`config.mk`:
```
export PLATFORM = sky130hd
export DESIGN_NAME = edit_sequencer
export DESIGN_NICKNAME = d
export VERILOG_FILES = /design/src/rtl/edit_sequencer_pkg.sv /design/src/rtl/edit_sequencer_btn_debounce.sv /design/src/rtl/edit_sequencer.sv
export SDC_FILE = /design/constraint.sdc
export NUM_CORES = 1
export LEC_CHECK = 0
export CELL_PAD_IN_SITES_DETAIL_PLACEMENT = 1
export CELL_PAD_IN_SITES_GLOBAL_PLACEMENT = 2
export CORE_MARGIN = 8
export CORE_UTILIZATION = 33
export DETAILED_ROUTE_END_ITERATION = 10
export PLACE_DENSITY = 0.66
export SYNTH_ARGS = -nofsm -noshare
export SYNTH_HDL_FRONTEND = slang
export SYNTH_SLANG_ARGS = --single-unit
```
`constraint.sdc`:
```
create_clock -name clk -period 2.6 [get_ports clk]
set_clock_uncertainty 0.2 [all_clocks]
set_input_delay 0.52 -clock clk [delete_from_list [all_inputs] [get_ports clk]]
set_output_delay 0.52 -clock clk [all_outputs]
set_load 0.01 [all_outputs]
```
`src/rtl/edit_sequencer_pkg.sv`:
```
// Shared codes for the edit sequencer: edit targets, mode codes, boton_ed bits,
// button slot indices and the cursor wrap helpers.
package edit_pkg;

    localparam logic [1:0] ED_NONE  = 2'd0;
    localparam logic [1:0] ED_TIMER = 2'd1;
    localparam logic [1:0] ED_FECHA = 2'd2;
    localparam logic [1:0] ED_HORA  = 2'd3;

    localparam logic [2:0] ST_IDLE  = 3'd0;
    localparam logic [2:0] ST_EDIT  = 3'd2;
    localparam logic [2:0] ST_WRITE = 3'd3;

    localparam int BE_UP    = 0;
    localparam int BE_DOWN  = 1;
    localparam int BE_LEFT  = 2;
    localparam int BE_RIGHT = 3;

    localparam int NUM_BTN    = 9;
    localparam int BTN_HORA   = 0;
    localparam int BTN_FECHA  = 1;
    localparam int BTN_TIMER  = 2;
    localparam int BTN_IZQ    = 3;
    localparam int BTN_DER    = 4;
    localparam int BTN_ARRIBA = 5;
    localparam int BTN_ABAJO  = 6;
    localparam int BTN_OK     = 7;
    localparam int BTN_CANCEL = 8;

    typedef enum logic [1:0] {
        S_IDLE,
        S_EDIT,
        S_WRITE_SETTLE,
        S_WRITE_REQ
    } fsm_t;

    // Cursor positions run 1..3; 0 means no field selected.
    function automatic logic [1:0] pos_inc(input logic [1:0] p);
        return (p == 2'd3) ? 2'd1 : p + 2'd1;
    endfunction

    function automatic logic [1:0] pos_dec(input logic [1:0] p);
        return (p == 2'd1) ? 2'd3 : p - 2'd1;
    endfunction

endpackage

```
`src/rtl/edit_sequencer_btn_debounce.sv`:
```
// One push-button front end: 2-flop synchronizer, stability counter and a
// single-cycle pulse on the rising edge of the accepted level.
module btn_debounce #(
    parameter logic [15:0] DEB_CYCLES = 16'd50000
) (
    input  logic clk,
    input  logic reset,
    input  logic raw,
    output logic pulse
);

    logic        sync1_reg, sync2_reg;
    logic        level_reg, level_d_reg;
    logic [15:0] cnt_reg;

    always_ff @(posedge clk or negedge reset) begin
        if (!reset) begin
            sync1_reg   <= 1'b0;
            sync2_reg   <= 1'b0;
            level_reg   <= 1'b0;
            level_d_reg <= 1'b0;
            cnt_reg     <= '0;
        end else begin
            sync1_reg   <= raw;
            sync2_reg   <= sync1_reg;
            level_d_reg <= level_reg;
            // Any glitch back to the accepted level restarts the stability count.
            if (sync2_reg == level_reg) begin
                cnt_reg <= '0;
            end else if (cnt_reg == DEB_CYCLES - 16'd1) begin
                level_reg <= sync2_reg;
                cnt_reg   <= '0;
            end else begin
                cnt_reg <= cnt_reg + 16'd1;
            end
        end
    end

    assign pulse = level_reg & ~level_d_reg;

endmodule

```
`src/rtl/edit_sequencer.sv`:
```
// Button-driven edit controller: selects the edit target, moves the field
// cursor, emits up/down pulses and hands committed edits to the RTC writer.
module edit_sequencer
    import edit_pkg::*;
#(
    parameter int unsigned      CW             = 32,
    parameter logic [15:0]      DEB_CYCLES     = 16'd50000,
    parameter logic [CW-1:0]    TIMEOUT_CYCLES = 32'd500000000,
    parameter logic [15:0]      ACK_CYCLES     = 16'd1000
) (
    input  logic       clk,
    input  logic       reset,
    input  logic       btn_hora,
    input  logic       btn_fecha,
    input  logic       btn_timer,
    input  logic       btn_izq,
    input  logic       btn_der,
    input  logic       btn_arriba,
    input  logic       btn_abajo,
    input  logic       btn_ok,
    input  logic       btn_cancel,
    input  logic       wr_ack,
    output logic [1:0] FSMedit,
    output logic [1:0] FSMpos,
    output logic [3:0] boton_ed,
    output logic [2:0] state,
    output logic       wr_req,
    output logic [1:0] wr_sel,
    output logic       err
);

    logic [NUM_BTN-1:0] raw_btn;
    logic [NUM_BTN-1:0] p;

    assign raw_btn = {btn_cancel, btn_ok, btn_abajo, btn_arriba, btn_der,
                      btn_izq, btn_timer, btn_fecha, btn_hora};

    genvar gi;
    generate
        for (gi = 0; gi < NUM_BTN; gi++) begin : g_deb
            btn_debounce #(.DEB_CYCLES(DEB_CYCLES)) u_deb (
                .clk   (clk),
                .reset (reset),
                .raw   (raw_btn[gi]),
                .pulse (p[gi])
            );
        end
    endgenerate

    fsm_t          fsm_reg, fsm_next;
    logic [1:0]    edit_reg, edit_next;
    logic [1:0]    pos_reg, pos_next;
    logic [3:0]    bed_reg, bed_next;
    logic [2:0]    state_reg, state_next;
    logic          wr_req_reg, wr_req_next;
    logic [1:0]    wr_sel_reg, wr_sel_next;
    logic          err_reg, err_next;
    logic [CW-1:0] tmo_reg, tmo_next;
    logic [15:0]   ack_reg, ack_next;

    always_ff @(posedge clk or negedge reset) begin
        if (!reset) begin
            fsm_reg    <= S_IDLE;
            edit_reg   <= ED_NONE;
            pos_reg    <= 2'd0;
            bed_reg    <= 4'd0;
            state_reg  <= ST_IDLE;
            wr_req_reg <= 1'b0;
            wr_sel_reg <= 2'd0;
            err_reg    <= 1'b0;
            tmo_reg    <= '0;
            ack_reg    <= '0;
        end else begin
            fsm_reg    <= fsm_next;
            edit_reg   <= edit_next;
            pos_reg    <= pos_next;
            bed_reg    <= bed_next;
            state_reg  <= state_next;
            wr_req_reg <= wr_req_next;
            wr_sel_reg <= wr_sel_next;
            err_reg    <= err_next;
            tmo_reg    <= tmo_next;
            ack_reg    <= ack_next;
        end
    end

    always_comb begin
        fsm_next    = fsm_reg;
        edit_next   = edit_reg;
        pos_next    = pos_reg;
        bed_next    = 4'd0;
        wr_req_next = wr_req_reg;
        wr_sel_next = wr_sel_reg;
        err_next    = 1'b0;
        tmo_next    = tmo_reg;
        ack_next    = ack_reg;
        state_next  = ST_IDLE;

        case (fsm_reg)
            S_IDLE: begin
                edit_next   = ED_NONE;
                pos_next    = 2'd0;
                wr_req_next = 1'b0;
                wr_sel_next = 2'd0;
                if (p[BTN_HORA] || p[BTN_FECHA] || p[BTN_TIMER]) begin
                    fsm_next  = S_EDIT;
                    pos_next  = 2'd1;
                    tmo_next  = '0;
                    edit_next = p[BTN_HORA]  ? ED_HORA  :
                                p[BTN_FECHA] ? ED_FECHA : ED_TIMER;
                end
            end
            S_EDIT: begin
                if (p[BTN_CANCEL] || tmo_reg == TIMEOUT_CYCLES - 1'b1) begin
                    fsm_next  = S_IDLE;
                    edit_next = ED_NONE;
                    pos_next  = 2'd0;
                end else if (p[BTN_OK]) begin
                    fsm_next = S_WRITE_SETTLE;
                end else begin
                    // Opposing pulses in the same cycle cancel each other.
                    if (p[BTN_IZQ] ^ p[BTN_DER]) begin
                        if (p[BTN_DER]) begin
                            pos_next           = pos_inc(pos_reg);
                            bed_next[BE_RIGHT] = 1'b1;
                        end else begin
                            pos_next          = pos_dec(pos_reg);
                            bed_next[BE_LEFT] = 1'b1;
                        end
                    end
                    if (p[BTN_ARRIBA] ^ p[BTN_ABAJO]) begin
                        bed_next[BE_UP]   = p[BTN_ARRIBA];
                        bed_next[BE_DOWN] = p[BTN_ABAJO];
                    end
                    if (p[BTN_IZQ] || p[BTN_DER] || p[BTN_ARRIBA] || p[BTN_ABAJO])
                        tmo_next = '0;
                    else
                        tmo_next = tmo_reg + 1'b1;
                end
            end
            S_WRITE_SETTLE: begin
                fsm_next    = S_WRITE_REQ;
                wr_req_next = 1'b1;
                wr_sel_next = edit_reg;
                ack_next    = '0;
            end
            S_WRITE_REQ: begin
                if (wr_ack || ack_reg == ACK_CYCLES - 16'd1) begin
                    fsm_next    = S_IDLE;
                    err_next    = ~wr_ack;
                    wr_req_next = 1'b0;
                    wr_sel_next = 2'd0;
                    edit_next   = ED_NONE;
                    pos_next    = 2'd0;
                end else begin
                    ack_next = ack_reg + 16'd1;
                end
            end
            default: fsm_next = S_IDLE;
        endcase

        case (fsm_next)
            S_EDIT:                      state_next = ST_EDIT;
            S_WRITE_SETTLE, S_WRITE_REQ: state_next = ST_WRITE;
            default:                     state_next = ST_IDLE;
        endcase
    end

    assign FSMedit  = edit_reg;
    assign FSMpos   = pos_reg;
    assign boton_ed = bed_reg;
    assign state    = state_reg;
    assign wr_req   = wr_req_reg;
    assign wr_sel   = wr_sel_reg;
    assign err      = err_reg;

endmodule
```
==> results of run 1 <==
## metrics by stage
stage	hold slack (ns)	cells	util	setup WS, ns
CTS	0.1513	1696	0.3967	0.03873
floorplan	0.02441	1141	-	0.09829
detailed placement	0.1358	1639	0.3654	0.05163
finish	0.1508	1696	0.3969	0.06743
global placement	0.1351	1639	0.3654	0.03383
global route	0.1616	1696	0.3969	-0.04084
## how the worst max path moves through the flow
| stage | start | slack, ns | to |
|---|---|---|---|
| after floorplan | tmo_reg[15] | 0.1 | tmo_reg[2] |
| after global placement | tmo_reg[12] | 0.03 | tmo_reg[2] |
| after detailed placement | tmo_reg[12] | 0.05 | fsm_reg[1] |
| after CTS | tmo_reg[12] | 0.04 | tmo_reg[2] |
| after global routing | tmo_reg[12] | -0.04 | tmo_reg[21] |
| final | tmo_reg[12] | 0.07 | FSMedit[0] |
## cells in the final DEF (no fill, tap or decap), types with 4 or more instances in the layout
cell and instances:
nand3_1 86, a21oi_1 4, nand2b_1 11, a31oi_1 11
xnor2_1 69, nor3_1 38, clkinv_2 10, clkbuf_16 31
nor4_1 22, xor2_1 76, nor2_1 184, and2_1 7
clkbuf_8 4, buf_12 5, and4_1 4, nor4b_1 9
o21ai_0 39, ha_1 17, o31ai_1 15, and3_1 48
o41ai_1 8, nand2_1 86, nand4_1 40, inv_1 16
clkdlybuf4s50_1 24, o21ai_1 4, buf_4 43, a41oi_1 8
mux2_2 11, or3_1 6, bufinv_16 5, nor2b_1 4
dfrtp_1 244
## timing repair
action                     in CTS  in global routing
gates resized for setup         0                  1
hold endpoints to repair       44                  0
hold buffers                    1                  0
setup endpoints to repair       0                 17
## layer usage
layer  up-vias  routed length [microns]  GRT usage
li1       4155                        -          -
met1      4264                    13370     0.1913
met2        76                    12880     0.2269
met3        38                      819    0.01945
met4         0                      507    0.03082
met5         -                        0          0
## layout make-up
type                       count  area (sq um)
fill                        3867         20780
sequential                   244          6106
inverter                      16         60.06
tap                          455         569.3
multi-input combinational    851          5182
clock inverter                19         231.5
timing repair buffer          74         688.2
clock buffer                  37         838.3
## power breakdown
| part | total [mW] | switching, mW | internal, mW |
|---|---|---|---|
| Clock | 4.45 | 1.68 | 2.78 |
| Sequential | 4.05 | 0.124 | 3.93 |
| Combinational | 0.741 | 0.462 | 0.279 |
| Total | 9.25 | 2.26 | 6.98 |
## Yosys cell counts, drive strengths merged, types with 4 or more instances
cell type	n
a21o	4
a21oi	7
a31oi	11
a41oi	8
and2	9
and3	48
and4	4
buf	13
clkbuf	17
dfrtp	244
ha	17
inv	16
mux2	11
nand2	86
nand2b	11
nand3	87
nand4	40
nor2	184
nor2b	4
nor3	38
nor4	24
nor4b	9
o21ai	43
o31ai	15
o41ai	8
or3	7
xnor2	69
xor2	76
## cell families after synthesis
family | share of synthesized area
XOR/XNOR | 0.1105
other | 0.0003262
AND/OR/NAND/NOR | 0.2416
adder cells (fa/ha/maj) | 0.01850
multiplexers | 0.01164
AO/OA/AOI/OAI | 0.06780
buffers and inverters | 0.01861
flip-flops | 0.5311
==> out/qor.csv, run 1 <==
stage;metric;value;unit
outcome;status;completed;
floorplanning;core area;34460;sq um
route;via count;8533;
logic_synthesis;Seq/Total Area, Yosys;0.5311;
critical_path;Crit path depth;6;
critical_path;Reg-to-Reg Start;tmo_reg[12];
critical_path;crit-path max cell delay;0.53;ns
worst_hold_path;WHS Endpoint;g_deb[1].u_deb.sync2_reg;
worst_hold_path;hold_sp;g_deb[1].u_deb.sync1_reg;
pwr;VDD IR max;0.0004960;V
timing;transition time of the tightest slew-check pin;0.7043;ns
route;Post-Route WL;27570;microns
timing;Worst slew margin;0.5261;
cts;TritonCTS Buffers;30;
pwr;Pwr Total;9.247;mW
layout;Layout Nets;1246;
logic_synthesis;register bit total from synthesis;244;
critical_path;CP Max Fanout;4;
global_routing;initial antenna violation count;0;
cts;Reg clk slew, reported paths;0.06;ns
route;DR vias/cell;5.031;
critical_path;WS Path Type;flip-flop to flip-flop;
global_routing;final global-route overflow total;0;
critical_path;FF-to-FF End;FSMedit[0];
logic_synthesis;Syn Nets;1170;
critical_path;WP data required;2.84;ns
critical_path;FF-to-FF path depth;6;
timing;setup_tns;0;ns
logic_synthesis;post-synth cell types;60;
logic_synthesis;Synth top area share;0.5311;
timing;final hold vios;0;
floorplanning;initial core utilization;0.3337;
route;first-iteration detailed-routing DRC count;330;
placement;post-DP HPWL;19090;microns
logic_synthesis;synthesized area;11500;sq um
pwr;LEAKAGE;5.941;nW
route;Antenna Nets Post-Route;0;
critical_path;WP buf/inv;1;
placement;Placed Area;12590;sq um
floorplanning;Die X;202.7;microns
cts;Clock Sinks;244;
global_routing;vias in the first global route;9209;
logic_synthesis;EDFF count, synth;0;
global_routing;first-pass GRT wire length;48220;microns
route;drt wl/cell;16.26;microns
cts;CTS tree;built;
cts;CTS Root Cell;clkbuf_16;
critical_path;Critical-path top delay cell;or4b_1;
layout;# diodes;0;
global_routing;Total Routing Usage GR;0.1382;
floorplanning;die area;41070;sq um
logic_synthesis;syn avg cell area;10.08;sq um
logic_synthesis;leading area contributor after synthesis;dfrtp_1;
layout;design area;13680;sq um
cts;maximum root-to-sink buffer count;3;
flow_run;max cap viols;0;
critical_path;CP delay by family, top;simple AND/OR/NAND/NOR gates;
route;number of remaining DRC errors;0;
layout;Area Overhead vs Synth;18.95;%
pwr;Pwr per Cell Area;676.2;nW/um^2
floorplanning;DIE HEIGHT;202.7;microns
placement;Placer Congestion;0.7467;
placement;IO Port Bufs;25;
logic_synthesis;ys flop type;dfrtp_1;
critical_path;data arrival time of the worst path;2.77;ns
floorplanning;row cnt;68;
critical_path;startpoint types;flip-flop;
cts;Setup Fix Bufs, Post-CTS;0;
worst_hold_path;hold crit path type;flip-flop to flip-flop;
timing;fmax;0.3949;GHz
layout;max reg flops;144;
logic_synthesis;asr flop ratio synth;1.000;
logic_synthesis;YS warnings;0;
critical_path;setup slack, reg-to-reg;0.07;ns
timing;crit path time final;2.533;ns
cts;Worst-Skew Late Latency;0.55;ns
timing;Slew Limit Fails;0;
layout;share of cells above drive strength 1;0.1048;
critical_path;Critical Path Sink Type;flip-flop;
timing;RSZ-0062 raised after global routing;yes;
logic_synthesis;Area contributors post-synth;dfrtp_1 (53%), nor2_1 (6.0%), xor2_1 (5.8%);
global_routing;largest net degree at the start of global routing;51;
logic_synthesis;count of mapped cells out of synthesis;1141;
worst_hold_path;Worst Hold Depth;0;
critical_path;CP Cell Sequence;or4b_1, or4_4, nor3_1, buf_4, o21ai_0, a21o_1;
route;Pre-Repair DR Iteration Count;4;
timing;# setup viols final;0;
timing;Final period util;0.9741;
floorplanning;Boundary Pins;27;
cts;H-tree Lvls;1;
No activity file was read; power rests on OpenSTA's default activity.
==> inputs of run 2 (changes only) <==
Settings changed: PLACE_DENSITY 0.66 to 0.8.
==> out/qor.csv, run 2 (synthesis results as in run 1) <==
stage;metric;value;unit
timing;WHS;0.1478;ns
timing;final hold vios;0;
cts;maximum root-to-sink buffer count;3;
timing;transition time of the tightest slew-check pin;0.7251;ns
timing;Slew Limit Fails;0;
pwr;Pwr per Cell Area;663.4;nW/um^2
pwr;Pwr Total;9.026;mW
layout;Sequential cell area;6106;sq um
floorplanning;DIE HEIGHT;202.7;microns
layout;fillers;3897;
route;via count;8615;
route;Pre-Repair DR Iteration Count;5;
layout;most frequent cells in the layout;dfrtp_1 (244), nor2_1 (184), nand3_1 (86), nand2_1 (86), xor2_1 (76);
global_routing;initial antenna violation count;0;
timing;crit path time final;2.551;ns
critical_path;crit-path max cell delay;0.54;ns
timing;# setup viols final;0;
route;Antenna Nets Post-Route;0;
global_routing;first-pass GRT wire length;46860;microns
floorplanning;initial core utilization;0.3337;
layout;# diodes;0;
placement;IO Port Bufs;25;
placement;Placer Congestion;0.7872;
floorplanning;core area;34460;sq um
timing;setup_tns;0;ns
route;DR vias/cell;5.113;
layout;multi-input logic area;5200;sq um
layout;commonest non-fill, non-tap cell in the layout;dfrtp_1;
pwr;Pint;6.865;mW
cts;H-tree Lvls;1;
layout;Layout Nets;1238;
cts;CTS Root Cell;clkbuf_16;
timing;Worst slew margin;0.5121;
pwr;P_sw;2.161;mW
cts;Worst-Skew Late Latency;0.53;ns
cts;Clock Sinks;244;
floorplanning;Die X;202.7;microns
flow_run;max cap viols;0;
layout;Area Overhead vs Synth;18.34;%
critical_path;CP Cell Sequence;or4b_1, or4_4, o32ai_4, buf_4, clkbuf_16, a21o_2, mux2_2;
pwr;VDD IR max;0.0005062;V
placement;post-DP HPWL;18150;microns
route;first-iteration detailed-routing DRC count;429;
critical_path;WP buf/inv;2;
timing;Final period util;0.9811;
cts;CTS tree;built;
critical_path;WP data required;2.87;ns
route;Post-Route WL;26990;microns
critical_path;CP Max Fanout;17;
layout;share of cells above drive strength 1;0.09675;
global_routing;largest net degree at the start of global routing;57;
critical_path;Critical Path Sink Type;flip-flop;
cts;TritonCTS Buffers;28;
route;drt wl/cell;16.02;microns
floorplanning;row cnt;68;
outcome;status;completed;
worst_hold_path;hold crit path type;flip-flop to flip-flop;
critical_path;Critical-path top delay cell;or4_4;
pwr;sequential power share;0.450;
critical_path;CP delay by family, top;simple AND/OR/NAND/NOR gates;
floorplanning;die area;41070;sq um
placement;Placed Area;12490;sq um
critical_path;WS Path Type;flip-flop to flip-flop;
cts;Reg clk slew, reported paths;0.06;ns
pwr;Net Sw Frac;0.2394;
timing;fmax;0.3920;GHz
pwr;clock share of power;0.466;
critical_path;startpoint types;flip-flop;
floorplanning;Boundary Pins;27;
global_routing;final global-route overflow total;0;
global_routing;vias in the first global route;9293;
pwr;Logic pwr share;0.083;
layout;max reg flops;144;
pwr;LEAKAGE;5.887;nW
global_routing;Total Routing Usage GR;0.1328;
critical_path;data arrival time of the worst path;2.82;ns
route;number of remaining DRC errors;0;
layout;design area;13610;sq um
## run 2: power by group through the flow
stage	sequential, mW	clock (mW)	combinational (mW)
after floorplan	4.10	0	0.396
after global placement	4.13	0	0.690
after detailed placement	4.13	0	0.717
after CTS	4.06	4.34	0.727
after global routing	4.08	4.48	0.848
final	4.06	4.21	0.751
## run 2: per-layer routing
layer,vias to the layer above,wire length (microns),track usage
met4,0,446,0.03030
met1,4355,12490,0.1749
met5,-,0,0
met3,30,959,0.01897
met2,103,13100,0.2283
li1,4127,-,-
## run 2: repair_timing
item	in CTS	in global routing
cloned	0	2
gates resized for setup	1	3
buffers inserted	0	4
endpoints found under the setup margin	2	6
endpoints found under the hold margin	50	0
pin swaps	0	2
hold buffers	1	0
## run 2: final timing paths
path                                               start                    endpoint  slack, ns  depth (start not counted)
min in group asynchronous                          reset   g_deb[1].u_deb.cnt_reg[9]       0.31                          2
worst min register to register  g_deb[0].u_deb.sync1_reg    g_deb[0].u_deb.sync2_reg       0.15                          0
worst min-delay path            g_deb[0].u_deb.sync1_reg    g_deb[0].u_deb.sync2_reg       0.15                          0
max in group asynchronous                          reset  g_deb[6].u_deb.cnt_reg[10]       1.22                          3
worst max register to register               tmo_reg[12]                 tmo_reg[20]       0.05                          7
worst max-delay path                         tmo_reg[12]                 tmo_reg[20]       0.05                          7
## run 2: stage by stage
step	utilization	setup WS, ns	instances
final	0.3948	0.04902	1685
after detailed placement	0.3624	0.003593	1627
after CTS	0.3920	0.001759	1679
after floorplan	-	0.09829	1141
after global placement	0.3624	0.02778	1627
after global routing	0.3948	-0.001621	1685
## run 2: worst register-to-register path: cells and delay by family, from the launching register on
family / cells / cell delay (ns)
flip-flops: 1 / 0.39
multiplexers: 1 / 0.13
buffers and inverters: 2 / 0.37
AO/OA/AOI/OAI: 2 / 0.34
AND/OR/NAND/NOR: 2 / 1.07
## run 2: cell type report
type / instances / share of cell area
clock inverters: 9 / 0.01104
flip-flops and latches: 244 / 0.4488
clock buffers: 42 / 0.06281
multi-input cells: 851 / 0.3822
well taps: 455 / 0.04184
inverters: 16 / 0.004414
repair buffers: 68 / 0.04892
